**src/rtl/lsu.sv**
```systemverilog
// Load/store unit between the core and the data port of the unified memory.
// Sub-word stores are read-modify-write because the memory only writes whole words.
module lsu (
  input  logic        clk,
  input  logic        rst,
  input  logic        req_valid,
  output logic        req_ready,
  input  logic        req_wen,
  input  logic [2:0]  req_funct3,
  input  logic [31:0] req_addr,
  input  logic [31:0] req_wdata,
  output logic        resp_valid,
  output logic [31:0] resp_rdata,
  output logic        resp_err,
  output logic [31:0] addr_d,
  input  logic [31:0] rdata,
  output logic        wen,
  output logic [31:0] wdata
);

  typedef enum logic [1:0] {IDLE = 2'd0, RD = 2'd1, RDATA = 2'd2, WR = 2'd3} state_t;

  state_t      state_reg, state_next;
  logic        store_reg;
  logic [2:0]  funct3_reg;
  logic [1:0]  lane_reg;
  logic [15:0] sdata_reg;
  logic        illegal;

  function automatic logic [31:0] extract_lane(input logic [2:0] f3, input logic [1:0] lane,
                                               input logic [31:0] w);
    logic [7:0]  b;
    logic [15:0] h;
    case (lane)
      2'd0:    b = w[7:0];
      2'd1:    b = w[15:8];
      2'd2:    b = w[23:16];
      default: b = w[31:24];
    endcase
    h = lane[1] ? w[31:16] : w[15:0];
    case (f3)
      3'd0:    return {{24{b[7]}}, b};
      3'd1:    return {{16{h[15]}}, h};
      3'd4:    return {24'd0, b};
      3'd5:    return {16'd0, h};
      default: return w;
    endcase
  endfunction

  // Only SB (funct3 0) and SH (funct3 1) ever reach the merge.
  function automatic logic [31:0] merge_lane(input logic [2:0] f3, input logic [1:0] lane,
                                             input logic [31:0] w, input logic [15:0] sd);
    logic [31:0] r;
    r = w;
    if (f3[0] == 1'b0) begin
      case (lane)
        2'd0:    r[7:0]   = sd[7:0];
        2'd1:    r[15:8]  = sd[7:0];
        2'd2:    r[23:16] = sd[7:0];
        default: r[31:24] = sd[7:0];
      endcase
    end else if (lane[1]) begin
      r[31:16] = sd;
    end else begin
      r[15:0] = sd;
    end
    return r;
  endfunction

  // Store widths above word and the unused load codes 3/6/7 are rejected outright.
  always_comb begin
    illegal = 1'b0;
    case (req_funct3)
      3'd0:    illegal = 1'b0;
      3'd1:    illegal = req_addr[0];
      3'd2:    illegal = (req_addr[1:0] != 2'b00);
      3'd4:    illegal = req_wen;
      3'd5:    illegal = req_wen | req_addr[0];
      default: illegal = 1'b1;
    endcase
  end

  always_ff @(posedge clk or posedge rst) begin
    if (rst) state_reg <= IDLE;
    else     state_reg <= state_next;
  end

  always_comb begin
    state_next = state_reg;
    case (state_reg)
      IDLE: begin
        if (req_valid && !illegal)
          state_next = (req_wen && req_funct3 == 3'd2) ? WR : RD;
      end
      RD:      state_next = RDATA;
      RDATA:   state_next = store_reg ? WR : IDLE;
      WR:      state_next = IDLE;
      default: state_next = IDLE;
    endcase
  end

  always_comb begin
    req_ready = (state_reg == IDLE);
  end

  always_ff @(posedge clk or posedge rst) begin
    if (rst) begin
      store_reg  <= 1'b0;
      funct3_reg <= 3'd0;
      lane_reg   <= 2'd0;
      sdata_reg  <= 16'd0;
      addr_d     <= 32'd0;
      wen        <= 1'b0;
      wdata      <= 32'd0;
      resp_valid <= 1'b0;
      resp_rdata <= 32'd0;
      resp_err   <= 1'b0;
    end else begin
      resp_valid <= 1'b0;
      case (state_reg)
        IDLE: begin
          if (req_valid) begin
            store_reg  <= req_wen;
            funct3_reg <= req_funct3;
            lane_reg   <= req_addr[1:0];
            sdata_reg  <= req_wdata[15:0];
            if (illegal) begin
              resp_valid <= 1'b1;
              resp_err   <= 1'b1;
              resp_rdata <= 32'd0;
            end else begin
              addr_d <= {req_addr[31:2], 2'b00};
              if (req_wen && req_funct3 == 3'd2) begin
                wen   <= 1'b1;
                wdata <= req_wdata;
              end
            end
          end
        end
        RDATA: begin
          if (store_reg) begin
            wen   <= 1'b1;
            wdata <= merge_lane(funct3_reg, lane_reg, rdata, sdata_reg);
          end else begin
            resp_valid <= 1'b1;
            resp_err   <= 1'b0;
            resp_rdata <= extract_lane(funct3_reg, lane_reg, rdata);
          end
        end
        WR: begin
          wen        <= 1'b0;
          resp_valid <= 1'b1;
          resp_err   <= 1'b0;
          resp_rdata <= 32'd0;
        end
        default: ;
      endcase
    end
  end

endmodule

```
**config.mk**
```make
export PLATFORM = sky130hd
export DESIGN_NAME = lsu
export DESIGN_NICKNAME = d
export VERILOG_FILES = /design/src/rtl/lsu.sv
export SDC_FILE = /design/constraint.sdc
export NUM_CORES = 1
export LEC_CHECK = 0
export CAP_MARGIN = 10
export CORE_MARGIN = 2
export CORE_UTILIZATION = 50
export CTS_BUF_LIST = sky130_fd_sc_hd__clkbuf_8 sky130_fd_sc_hd__clkbuf_16
export CTS_CLUSTER_SIZE = 40
export DETAILED_ROUTE_END_ITERATION = 6
export PLACE_DENSITY_LB_ADDON = 0.3
export SYNTH_ARGS = -nofsm -noshare
export SYNTH_HDL_FRONTEND = slang
export SYNTH_SLANG_ARGS = --single-unit
```
**constraint.sdc**
```tcl
create_clock -name clk -period 12.7 [get_ports clk]
set_input_delay 3.175 -clock clk [delete_from_list [all_inputs] [get_ports clk]]
set_output_delay 3.175 -clock clk [all_outputs]
set_load 0.1 [all_outputs]
```
==> flow_summary_export.csv <==
group,metric,value,unit
sta,fmax,183,MHz
grt,grt_pass1_vias,5323,
sta,worst_slew_pin_slew,1150,ps
clocking,cts_buffers,17,
synthesis,synth_warnings,0,
clocking,hold_buffers,0,
clocking,clock_latency,410,ps
grt,grt_max_degree,75,
synthesis,synth.distinct_cells,44,
detailed_routing,dr_total_vias,5392,
status,status,"finished clean",
cells_and_area,drive_gt1_frac,0.137,
grt,grt_pass1_wl,28600,µm
synthesis,syn_inst,559,
sta,finalSetupViolCount,0,
floorplan,die_area,12900,µm²
cells_and_area,final_common_cell,"clkdlybuf4s50_1",
clocking,htreeDepth,4,
worst_setup_path,reg2regPathDepth,4,
worst_setup_path,crit_slowest_cell,"clkdlybuf4s50_1",
cells_and_area,nets,841,
synthesis,avgSynthCellArea,10.8,µm²
grt,gr-usage-all-layers,0.290,
detailed_routing,first_iter_violations,569,
worst_setup_path,start_kind,"flip-flop",
clocking,cts.clk_slew.worst_paths,60,ps
detailed_routing,viasPerCell,6.00,
placement,gp_congestion,0.928,
synthesis,synth_area_leaders,"dfrtp_1, mux2_4, mux2_1",
cells_and_area,area_delta_synth_final,44.7,%
worst_hold_path,whs_path_depth,2,
sta,post-route-min-period,5470,ps
floorplan,initial_core_util,0.507,
sta,slew_violations,0,
synthesis,synth_top_area_share,0.504,
worst_setup_path,worst_setup_path_end_kind,"output pin",
floorplan,die_w,114,µm
worst_setup_path,path_cells,"nor2_1 -> clkdlybuf4s50_1",
worst_setup_path,cp.required,9520,ps
floorplan,pin_count,203,
detailed_routing,routed_wl,18700,µm
floorplan,coreArea,11900,µm²
cells_and_area,final_cell_mix,"clkdlybuf4s50_1, dfrtp_1, nand2_1, o21ai_0, nor2_1",
cells_and_area,diodes,0,
grt,gr-total-overflow,0,
cells_and_area,top_regs,"resp_rdata (32), wdata (32), addr_d (30)",
clocking,cts_tree,"done",
placement,port_buffers,200,
floorplan,die_h,114,µm
sta,fin_skew,7.88,ps
detailed_routing,wl_per_cell,20.8,µm
worst_setup_path,critPathArrivalTime,2290,ps
sta,final_hold_viol_count,0,
worst_setup_path,cp_max_fo,10,
clocking,cts_root_buf,"clkbuf_16",
sta,max-slew-margin-rel,0.232,
clocking,ctsResizeCount,0,
sta,fin_tns_setup,0,ps
detailed_routing,first_pass_iters,7,
clocking,cts_sinks,121,
clocking,clockBufferDepth,2,
sta,rsz0062_at_grt,"no",
clocking,post_cts_buffers,0,
synthesis,ys_ff_latch,121,
detailed_routing,ant_nets,0,
job,cap_viol_max_count,0,
worst_setup_path,slowest_delay,1160,ps
floorplan,placementRows,40,
sta,period_share,0.430,
synthesis,syn-cell-area,6010,µm²
worst_setup_path,critPathKind,"flip-flop to output pin",
placement,dp_hpwl,13200,µm
worst_hold_path,hp-class,"flip-flop to flip-flop",
synthesis,yosysTopAreaCell,"dfrtp_1",
synthesis,yosysSeqAreaShare,0.504,
detailed_routing,route.detailed.drc,0,
grt,antenna_found_initial,0,
## worst max-delay path: cells and delay by family (launching register included)
| family | cells | cell delay (ps) |
|---|---|---|
| buffers and inverters | 1 | 1160 |
| DFF | 1 | 500 |
| and+or+nand+nor | 1 | 210 |
## cells in the mapped netlist, drive strengths merged
cell type  instances
nand2             50
mux2              86
a31oi             16
o21a               2
a2bb2oi           10
nor3b              3
nor2              41
a31o               1
a22oi              4
nor4               1
a32oi              1
inv                8
or2                1
o22ai             25
nor2b              4
or3b               2
conb               1
and2               1
mux2i              3
o21ba              1
a221o              2
nand2b             6
a21oi              2
dfrtp            121
o31ai              5
nand3             18
buf               17
o22a               3
o221ai             6
clkbuf            30
a211o              1
or4                1
nand3b             2
nor3               1
a22o              11
o21ai             72
## kinds of logic (layout without fill, tap and decap cells)
| group | count (synthesis) | count (layout) | synth area share |
|---|---|---|---|
| flip-flops | 121 | 121 | 0.504 |
| multiplexers | 89 | 89 | 0.185 |
| buffers and inverters | 55 | 246 | 0.0420 |
| AO/OA/AOI/OAI | 162 | 162 | 0.172 |
| AND/OR/NAND/NOR | 131 | 131 | 0.0972 |
| other | 1 | 2 | 0.000624 |
## final timing paths
| check | slack (ps) | startpoint | to |
|---|---|---|---|
| hold / removal | 490 | resp_rdata[31] | resp_rdata[31] |
| max in group asynchronous | 8200 | rst | sdata_reg[8] |
| hold reg to reg | 490 | resp_rdata[31] | resp_rdata[31] |
| min in group asynchronous | 3310 | rst | resp_rdata[22] |
| setup / recovery | 7230 | state_reg[1] | req_ready |
| setup reg to reg | 10070 | funct3_reg[0] | resp_rdata[5] |
## final cells by class
type                            count  area [µm²]
Fill cell                         849        3160
Sequential cell                   121        3030
Multi-Input combinational cell    384        2750
Timing Repair Buffer              206        2070
Clock buffer                       18         439
Clock inverter                     14         198
Tap cell                          147         184
Inverter                            8        32.5
## stage by stage
stage               area, µm²  hold slack [ps]  utilization  instances  setup slack, ps
finish                   8700              489        0.734        898             7230
global route             8700              511        0.734        898             7140
CTS                      8670              489        0.731        897             7220
detailed placement       8040              477        0.678        865             6830
global placement         8040              467        0.678        865             6960
floorplan                6020              481            -        560             6310
## metal layers
metal / part of all wire / track usage / vias up
li1: - / - / 2387
met1: 0.39 / 0.372 / 2642
met2: 0.50 / 0.479 / 311
met3: 0.082 / 0.0574 / 52
met4: 0.036 / 0.131 / 0
met5: 0 / 0 / -
Power is not shown: default switching activity piles up to over one toggle a cycle in this logic, so the estimate is an artifact.
==> RTL edit (same flow settings) <==
Re-encode `state_t` (4 states) as one-hot, 4 bits wide.
--- a/src/rtl/lsu.sv
+++ b/src/rtl/lsu.sv
@@ -18,7 +18,7 @@
   output logic [31:0] wdata
 );
 
-  typedef enum logic [1:0] {IDLE = 2'd0, RD = 2'd1, RDATA = 2'd2, WR = 2'd3} state_t;
+  typedef enum logic [3:0] {IDLE = 4'b0001, RD = 4'b0010, RDATA = 4'b0100, WR = 4'b1000} state_t;
 
   state_t      state_reg, state_next;
   logic        store_reg;
Function: no difference found for any inputs over 4 cycles, from zero or initial values and one cycle with rst high; so few cycles prove little.
==> RTL edit against the unedited design <==
The flow now finishes with violations (DRC); setup slack worse by 0.43 ns; routed wire length is 1.5% higher; synthesized area is 12% higher; register-to-register slack worse by 0.27 ns; fmax is 7.4% lower; final area is 6.7% higher; sequential cell count is 2 higher.
Power is left out: the tool's default activity adds up to more than one toggle a clock period on the data nets, which glitch-free logic cannot reach.
==> RTL edit: results (changes against the unedited design) <==
H-tree Lvls: 4 (unchanged)
Fill cells: 976 (+15%)
Worst-Margin Slew: 1.091 ns (-0.05869 ns)
Clock Skew: 0.005587 ns (-0.002295 ns)
Critical Path AT: 2.72 ns (+0.43 ns)
share of cells above drive strength 1: 0.1637 (+0.02656)
failing checks: DRC
Register-to-Register Setup Slack: 9.80 ns (-0.27 ns)
cell chosen for the clock root: clkbuf_16
Vias: 5641 (+4.6%)
synth cell count leaders: dfrtp_1 (122), mux2_1 (29), mux2_4 (29), o21ai_0 (29)
nets: 881 (+4.8%)
Synth Area per Inst: 11.13 sq um (+3.4%)
status: finished with violations
top flop regs: resp_rdata (32), wdata (32), addr_d (30)
post-DP HPWL: 13410 um (+1.5%)
Unique masters post-synth: 60 (+36%)
top cells by area, synth: dfrtp_1 (45%), mux2_4 (6.5%), mux2_1 (4.9%), mux2_2 (4.2%), mux2i_1 (2.8%)
TritonCTS Buffers: 17 (unchanged)
Port Buffers: 200 (unchanged)
Final Wtd Congestion: 0.8912 (-3.9%)
Synth Flop Type: dfrtp_1
clk slew on worst S/H paths: 0.05 ns
worst hold path type: reg2reg
Critical Path Max Stage Delay: 1.23 ns (+0.07 ns)
Skew-Pair Late Insertion Delay: 0.41 ns (about the same)
Ys Warns: 0 (unchanged)
first-pass GRT wire length: 30220 um (+5.8%)
sequential-to-total area share from yosys stat: 0.4574 (-0.04610)
placed cell count: 934 (+8.0%)
First-pass DRT Iterations: 7 (unchanged)
clock buffer depth: 2 (unchanged)
# DRC: 1 (+1)
diodes inserted: 0 (unchanged)
Routed WL: 18970 um (+1.5%)
asr flop ratio synth: 1.000 (unchanged)
postcts setup bufs: 0 (unchanged)
Post-CTS Resized: 0 (unchanged)
Crit-path slowest cell: clkdlybuf4s50_1
largest net degree at the start of global routing: 81 (+8.0%)
critical-path maximum fanout: 10 (unchanged)
overall global routing resource usage: 0.2708 (-0.01931)
final std cells w/o fill: 964 (+7.3%)
initial antenna violation count: 0 (unchanged)
initial DRC count: 614 (+7.9%)
==> RTL edit: cell count changes after synthesis, sizes merged, moves of 16 or more <==
cell	before	now
o21ai	72	29
a21oi	2	18
o22ai	25	6
a32o	0	17
mux2i	3	19
nand2	50	28
==> RTL edit: area by class of cell <==
cell class	instances	share of cell area
clock inverters	9	0.008222
inverters	19	0.007953
flip-flops and latches	123	0.3319
clock buffers	20	0.05028
multi-input cells	409	0.3537
well taps	176	0.02372
repair buffers	208	0.2243
==> RTL edit: cell families (layout without fill, tap and decap cells) <==
group | after synthesis | count (layout) | share of synthesized area
and+or+nand+nor | 168 | 168 | 0.1487
AOI/OAI and AO/OA | 135 | 135 | 0.1467
DFF | 123 | 123 | 0.4574
muxes | 104 | 104 | 0.1900
buffers and inverters | 74 | 256 | 0.05669
other | 1 | 2 | 0.0005571
==> RTL edit: worst paths after layout <==
check	startpoint	endpoint	cells past startpoint
worst max-delay path	state_reg[0]	req_ready	2
worst min-delay path	addr_d[3]	addr_d[3]	1
worst max register to register	state_reg[3]	resp_rdata[15]	4
worst min register to register	addr_d[3]	addr_d[3]	1
max in group asynchronous	rst	lane_reg[1]	3
min in group asynchronous	rst	resp_rdata[21]	2
==> RTL edit: through the flow <==
stage	hold slack [ns]	instance area, sq um	setup slack [ns]
6_report	0.4865	9283	6.801
5_1_grt	0.5015	9283	6.716
4_1_cts	0.4917	9255	6.802
3_5_place_dp	0.4767	8712	6.763
3_3_place_gp	0.4728	8712	6.877
2_1_floorplan	0.4953	6735	6.256
==> RTL edit: per-layer routing <==
layer | vias to the layer above | part of all wire | wire (um) | GRT usage
li1 | 2566 | - | - | -
met1 | 2774 | 0.41 | 7853 | 0.3615
met2 | 256 | 0.48 | 9170 | 0.4197
met3 | 45 | 0.074 | 1408 | 0.06844
met4 | 0 | 0.028 | 540 | 0.1147
met5 | - | 0 | 0 | 0
==> RTL edit: critical path: cells and delay by family (launching register included) <==
family	cells	cell delay, ns
buffers and inverters	1	1.23
DFF	1	0.63
and+or+nand+nor	1	0.45
